## src/rtl/i2s_in.sv

```systemverilog
// i2s_in: I2S receiver (bus slave).
// Samples an externally driven BCLK/WS/SD into the clk_in domain and recovers
// left/right PCM words, MSB first, one BCLK after each WS change.
//
// Ports:
//   clk_in          system clock; must run at 4x BCLK or faster
//   reset_in        asynchronous, active-high reset
//   bclk_in         I2S bit clock (asynchronous to clk_in)
//   ws_in           I2S word select: 0 = left, 1 = right
//   sd_in           I2S serial data
//   data_out        most recently completed word
//   channel_out     slot of data_out: 0 = left, 1 = right
//   data_valid_out  one-cycle strobe: data_out/channel_out valid
//   left_out        held left word of the last complete frame
//   right_out       held right word of the last complete frame
//   frame_valid_out one-cycle strobe: left_out/right_out updated as a pair
//   length_err_out  one-cycle strobe with data_valid_out when the slot length
//                   differs from DATA_WIDTH
//
// SYNC_STAGES must be at least 2.
module i2s_in #(
  parameter int DATA_WIDTH  = 16,
  parameter int SYNC_STAGES = 2
) (
  input  logic                  clk_in,
  input  logic                  reset_in,
  input  logic                  bclk_in,
  input  logic                  ws_in,
  input  logic                  sd_in,
  output logic [DATA_WIDTH-1:0] data_out,
  output logic                  channel_out,
  output logic                  data_valid_out,
  output logic [DATA_WIDTH-1:0] left_out,
  output logic [DATA_WIDTH-1:0] right_out,
  output logic                  frame_valid_out,
  output logic                  length_err_out
);

  localparam int IW = (DATA_WIDTH > 1) ? $clog2(DATA_WIDTH) : 1;

  // All three pins share the same synchroniser depth so WS/SD stay aligned
  // with the BCLK edge they were launched against.
  logic [SYNC_STAGES-1:0] r_bclk_sync;
  logic [SYNC_STAGES-1:0] r_ws_sync;
  logic [SYNC_STAGES-1:0] r_sd_sync;
  logic                   r_bclk_prev;

  logic [DATA_WIDTH-1:0]  r_acc;
  logic [5:0]             r_bit_cnt;
  logic                   r_ws_last;
  logic                   r_locked;
  logic [DATA_WIDTH-1:0]  r_pend_left;
  logic                   r_pend_ok;

  logic                   w_bclk_s;
  logic                   w_ws_s;
  logic                   w_sd_s;
  logic                   w_bit_edge;
  logic                   w_in_range;
  logic [IW-1:0]          w_idx;
  logic [DATA_WIDTH-1:0]  w_word;
  logic                   w_len_err;

  assign w_bclk_s   = r_bclk_sync[SYNC_STAGES-1];
  assign w_ws_s     = r_ws_sync[SYNC_STAGES-1];
  assign w_sd_s     = r_sd_sync[SYNC_STAGES-1];
  assign w_bit_edge = w_bclk_s & ~r_bclk_prev;

  // Current bit position (MSB first) and the word as it stands including the
  // bit sampled on this edge; w_idx is only meaningful when w_in_range.
  always_comb begin
    w_in_range = (int'(r_bit_cnt) < DATA_WIDTH);
    w_idx      = IW'(DATA_WIDTH - 1 - int'(r_bit_cnt));
    w_word     = r_acc;
    if (w_in_range) w_word[w_idx] = w_sd_s;
    w_len_err  = ((int'(r_bit_cnt) + 1) != DATA_WIDTH);
  end

  always_ff @(posedge clk_in or posedge reset_in) begin
    if (reset_in) begin
      r_bclk_sync     <= '0;
      r_ws_sync       <= '0;
      r_sd_sync       <= '0;
      r_bclk_prev     <= 1'b0;
      r_acc           <= '0;
      r_bit_cnt       <= '0;
      r_ws_last       <= 1'b0;
      r_locked        <= 1'b0;
      r_pend_left     <= '0;
      r_pend_ok       <= 1'b0;
      data_out        <= '0;
      channel_out     <= 1'b0;
      data_valid_out  <= 1'b0;
      left_out        <= '0;
      right_out       <= '0;
      frame_valid_out <= 1'b0;
      length_err_out  <= 1'b0;
    end else begin
      r_bclk_sync     <= {r_bclk_sync[SYNC_STAGES-2:0], bclk_in};
      r_ws_sync       <= {r_ws_sync[SYNC_STAGES-2:0], ws_in};
      r_sd_sync       <= {r_sd_sync[SYNC_STAGES-2:0], sd_in};
      r_bclk_prev     <= w_bclk_s;
      data_valid_out  <= 1'b0;
      frame_valid_out <= 1'b0;
      length_err_out  <= 1'b0;

      if (w_bit_edge) begin
        if (w_ws_s == r_ws_last) begin
          // Mid-slot: bits past DATA_WIDTH are dropped, counter saturates.
          if (w_in_range) r_acc[w_idx] <= w_sd_s;
          if (r_bit_cnt != 6'd63) r_bit_cnt <= r_bit_cnt + 6'd1;
        end else begin
          // WS change: this edge carries the LSB of the slot that just ended.
          // Before lock the slot may be partial, so it is discarded.
          if (r_locked) begin
            data_out       <= w_word;
            channel_out    <= r_ws_last;
            data_valid_out <= 1'b1;
            length_err_out <= w_len_err;
            if (!r_ws_last) begin
              r_pend_left <= w_word;
              r_pend_ok   <= 1'b1;
            end else if (r_pend_ok) begin
              left_out        <= r_pend_left;
              right_out       <= w_word;
              frame_valid_out <= 1'b1;
              r_pend_ok       <= 1'b0;
            end
          end
          r_acc     <= '0;
          r_bit_cnt <= '0;
          r_ws_last <= w_ws_s;
          r_locked  <= 1'b1;
        end
      end
    end
  end

endmodule
```

## config.mk

```make
export PLATFORM = sky130hd
export DESIGN_NAME = i2s_in
export DESIGN_NICKNAME = d
export VERILOG_FILES = /design/src/rtl/i2s_in.sv
export SDC_FILE = /design/constraint.sdc
export NUM_CORES = 1
export LEC_CHECK = 0
export CAP_MARGIN = 10
export CORE_MARGIN = 3
export CORE_UTILIZATION = 35
export DETAILED_ROUTE_END_ITERATION = 16
export PLACE_DENSITY = 0.64
export SLEW_MARGIN = 25
export SYNTH_ARGS = -nofsm -noshare
export SYNTH_HDL_FRONTEND = slang
export SYNTH_SLANG_ARGS = --single-unit
```

## constraint.sdc

```tcl
create_clock -name clk_in -period 3.8 [get_ports clk_in]
set_clock_uncertainty 0.2 [all_clocks]
set_input_delay 0.95 -clock clk_in [delete_from_list [all_inputs] [get_ports clk_in]]
set_output_delay 0.95 -clock clk_in [all_outputs]
set_load 0.02 [all_outputs]
```

# == Yosys cells after proc, flatten, opt, wreduce, memory -nomap -nowiden ==
# Index checks and enable logic that the tools add are counted.
# totals
out_inout_bits,52
word_cells,56
regBits,100
# op_classes
mux,19
magnitude_cmp,3
n_reduce_logical,6
n_bitwise,4
addsub,3
eq_ne,4
# ops
op,n
$mux W16,2
$bwmux W16,1
$mux W1,13
$mux W6,2
$add A6 B1 Y7 const B,1
$ne A7 B5 Y1 const B,1
$add A6 B1 Y6 const B,1
$lt A6 B5 Y1 const B,1
$ne A6 B6 Y1 const B,1
$lt A4 B5 Y1 const B,1
$reduce_and A5 Y1,1
$demux W1 S4,1
$ge A4 B1 Y1 const B,1
$reduce_and A2 Y1,2
$reduce_and A4 Y1,1
$sub A4 B4 Y4 const A,1
$not A1 Y1,3
$reduce_and A3 Y1,1
$ne A2 B1 Y1 const B,1
$and A1 B1 Y1,1
$eq A1 B1 Y1,1
$logic_and A1 B1 Y1,1

# == Longest topological paths before layout ==
# depth
depth_word,8
ltp_mapped,9
ltp_nobuf,5

# == Least setup slack after synthesis ==
# OpenSTA, ideal clock, no wires.
# synth_timing
kind,register to register
startpoint,reg r_ws_sync[1]
endpoint,reg left_out[10]
n_path_buf,3
path_stages_with_launch,9
setup_slack_ns,1.893
arrival_ns,1.582
cell_sequence,dfrtp_1 > inv_1 > ha_1 > and2_1 > clkbuf_1 > and2_4 > buf_6 > buf_8 > mux2_4
# synth_between
elab_chain_len,3
# synth_rtl
item,line,source
from (decl),44,logic [SYNC_STAGES-1:0] r_ws_sync;
from (signal assigned),100,"r_ws_sync <= {r_ws_sync[SYNC_STAGES-2:0], ws_in};"
$eq A1 B1 Y1,108,if (w_ws_s == r_ws_last) begin
$not A1 Y1 (no source line),-,
$reduce_and A5 Y1 (no source line),-,
to (signal assigned),124,left_out <= r_pend_left;
to (decl),33,"output logic [DATA_WIDTH-1:0] left_out,"
# No other way between the ends.
# A chain may end at the register's enable or synchronous reset.

# == Final worst setup path ==
# layout_timing
startpoint,reg r_ws_last
endpoint,reg channel_out
# layout_between
elab_chain_len,3
# layout_rtl
item,line,source
from (decl),50,logic r_ws_last;
from (signal assigned),132,r_ws_last <= w_ws_s;
$eq A1 B1 Y1,108,
$not A1 Y1 (no source line),-,
$reduce_and A3 Y1 (no source line),-,
to (signal assigned),117,channel_out <= r_ws_last;
to (decl),31,"output logic channel_out,"
# Parallel ways exist; a longest one is shown, timed or not.

==> impl_metrics.csv <==
group,metric,value,unit
sta,worstMarginPinSlew,0.847,ns
worst_setup_path,cp.required,3.83,ns
logic_synthesis,synthesis.area,4380,sq um
logic_synthesis,syn_area_per_cell,11.1,sq um
cts,post_cts_buffers,0,
logic_synthesis,synth_cell_type_count,41,
worst_setup_path,r2r-end,"channel_out",
floorplanning,num_rows,40,
worst_setup_path,path_class,"register to register",
worst_setup_path,cp.arrival,2.57,ns
power,p_leak,0.00219,uW
grt,grt_max_degree,58,
cts,clock-sinks,100,
grt,grt_util_all_layers,0.152,
logic_synthesis,synthCells,396,
floorplanning,fp.coreArea,12100,sq um
logic_synthesis,synthFlopType,"dfrtp_1",
grt,antenna_found_initial,0,
sta,setup_viol,0,
floorplanning,start_util,0.362,
logic_synthesis,yosysWarningCount,0,
worst_setup_path,end_kind,"register",
floorplanning,die_w,118,um
final_layout,antenna_cells,0,
place,port_buffers,56,
power,max-vdd-ir-drop,0.241,mV
route,ant_nets,0,
route,routedWlPerCell,16.8,um
logic_synthesis,synth_common_cells,"100 x dfrtp_1, 50 x a31oi_1, 35 x nor2_1",
worst_setup_path,cp-start-kind,"register",
cts,cts_tree,"yes",
worst_hold_path,hp-class,"register to register",
logic_synthesis,synth_fp_nets,407,
final_layout,fin_util,0.437,
route,drt_iter0_drc,319,
sta,rsz0062_at_grt,"no",
logic_synthesis,ys_async_sr_fraction,1.00,
cts,cts-buffers-inserted,9,
sta,clock.fmax,393,MHz
route,vias,3278,
run,maxCapViolCount,0,
sta,min_period_over_period,0.669,
grt,grt_pass1_vias,3186,
worst_setup_path,path_max_fanout,38,
worst_setup_path,regToRegSetupSlack,1.26,ns
sta,period_minus_slack,2.54,ns
worst_setup_path,critPathLaunch,"r_ws_last",
final_layout,nets,449,
route,viasPerCell,5.37,
floorplanning,die_y,118,um
cts,cts.path.max_buffers,2,
sta,tns,0,ns
logic_synthesis,synthTopCellsByArea,"dfrtp_1 57%, a31oi_1 7.1%, mux2_4 4.5%",
place,dp_hpwl,6950,um
place,place_congestion,0.882,
route,drt_first_pass_iters,5,
sta,slew-limit-headroom,0.435,
cts,clkSlewWorstSetupHoldPaths,0.06,ns
cts,postCtsHoldBufs,0,
logic_synthesis,ys_seq_elements,100,
final_layout,drive_gt1_frac,0.115,
cts,cts_resized,0,
worst_setup_path,reg2reg_from,"r_ws_last",
cts,root_buffer,"clkbuf_16",
final_layout,area_growth,20.9,%
logic_synthesis,ys_seq_area_frac,0.571,
logic_synthesis,synth_edf_count,0,
sta,finalHoldViolCount,0,
logic_synthesis,synth_top_area_frac,0.571,
logic_synthesis,synth_most_common_cell,"dfrtp_1",
floorplanning,dieArea,13900,sq um
power,power_density,872,nW/um^2
route,wl,10300,um
worst_setup_path,r2r_cells,3,
floorplanning,ios,57,
sta,slew_viol_final,0,
cts,htree_levels,3,
worst_setup_path,setup.worst_path.end,"channel_out",
logic_synthesis,synth_top_area_cell,"dfrtp_1",
route,drc,0,
outcome,outcome,"complete, no violations",
grt,grt_pass1_wl,17200,um
grt,overflow,0,
cts,clk_latency,0.34,ns
==> critical path: stages (launching register included) <==
cell	delay [ns]
dfrtp_1	0.42
ha_1	0.52
and4bb_2	0.88
mux2_2	0.41
==> registers in the layout (all words and copies together), names as in the netlist <==
| signal | count |
|---|---|
| r_pend_left | 16 |
| frame_valid_out | 1 |
| r_sd_sync | 2 |
| channel_out | 1 |
| r_acc | 16 |
| r_pend_ok | 1 |
| r_bclk_sync | 2 |
| right_out | 16 |
| left_out | 16 |
| r_ws_last | 1 |
| r_ws_sync | 2 |
| data_valid_out | 1 |
| length_err_out | 1 |
| data_out | 16 |
| r_locked | 1 |
| r_bclk_prev | 1 |
| r_bit_cnt | 6 |
==> metrics by stage <==
stage	cells	hold WS [ns]	setup slack (ns)	cell area, sq um	power [uW]
3_5_place_dp	595	0.136	1.23	5030	3810
5_1_grt	610	0.164	1.11	5300	4910
4_1_cts	610	0.151	1.23	5300	4650
6_report	610	0.149	1.26	5300	4620
3_3_place_gp	595	0.132	1.26	5030	3760
2_1_floorplan	396	0.131	0.0312	4380	2970
==> cells by family after synthesis <==
kind of cell / after synthesis / synth area share
buffers and inverters: 36 / 0.0428
flip-flops: 100 / 0.571
AO/OA/AOI/OAI: 121 / 0.173
AND/OR/NAND/NOR: 114 / 0.136
multiplexers: 19 / 0.0594
adder cells (fa/ha/maj): 6 / 0.0171
==> routing by layer <==
layer / vias to the layer above / wire length [um] / share of wire / track usage
met5: - / 0 / 0 / 0
met4: 0 / 129 / 0.013 / 0.0527
met3: 9 / 592 / 0.058 / 0.0317
met2: 108 / 4780 / 0.46 / 0.237
met1: 1636 / 4780 / 0.46 / 0.213
li1: 1525 / - / - / -
==> power breakdown <==
| group | total (uW) | switching (uW) | internal [uW] | leakage [uW] |
|---|---|---|---|---|
| Sequential | 1830 | 314 | 1520 | 0.00120 |
| Combinational | 1950 | 1060 | 889 | 0.000863 |
| Clock | 836 | 395 | 441 | 0.000132 |
| Total | 4620 | 1770 | 2850 | 0.00219 |
==> how the worst min path moves through the flow <==
stage / start / endpoint / slack (ns) / cells after the start
after floorplan: r_bclk_sync[0] / r_bclk_sync[1] / 0.13 / 0
after global placement: r_bclk_sync[0] / r_bclk_sync[1] / 0.13 / 0
after detailed placement: r_sd_sync[0] / r_sd_sync[1] / 0.14 / 0
after CTS: r_sd_sync[0] / r_sd_sync[1] / 0.15 / 0
after global routing: r_sd_sync[0] / r_sd_sync[1] / 0.16 / 0
final: r_sd_sync[0] / r_sd_sync[1] / 0.15 / 0
==> cell type report <==
| type | count | area [sq um] |
|---|---|---|
| Fill cell | 1144 | 6810 |
| Clock inverter | 6 | 40.0 |
| Multi-Input combinational cell | 260 | 1690 |
| Timing Repair Buffer | 59 | 596 |
| Tap cell | 168 | 210 |
| Clock buffer | 9 | 225 |
| Inverter | 8 | 32.5 |
| Sequential cell | 100 | 2500 |
==> layout by cell type, fill, tap and decap left out, drive strengths merged, types with 4 or more instances in the layout <==
cell	count
a21oi	24
a31oi	50
a32oi	7
clkbuf	9
clkdlybuf4s50	56
dfrtp	100
ha	6
inv	10
mux2	17
nand2	28
nand3	19
nor2	35
nor2b	4
nor3b	5
o211ai	9
o21ai	23
or3b	4
Power figures use the tool's default switching activity.
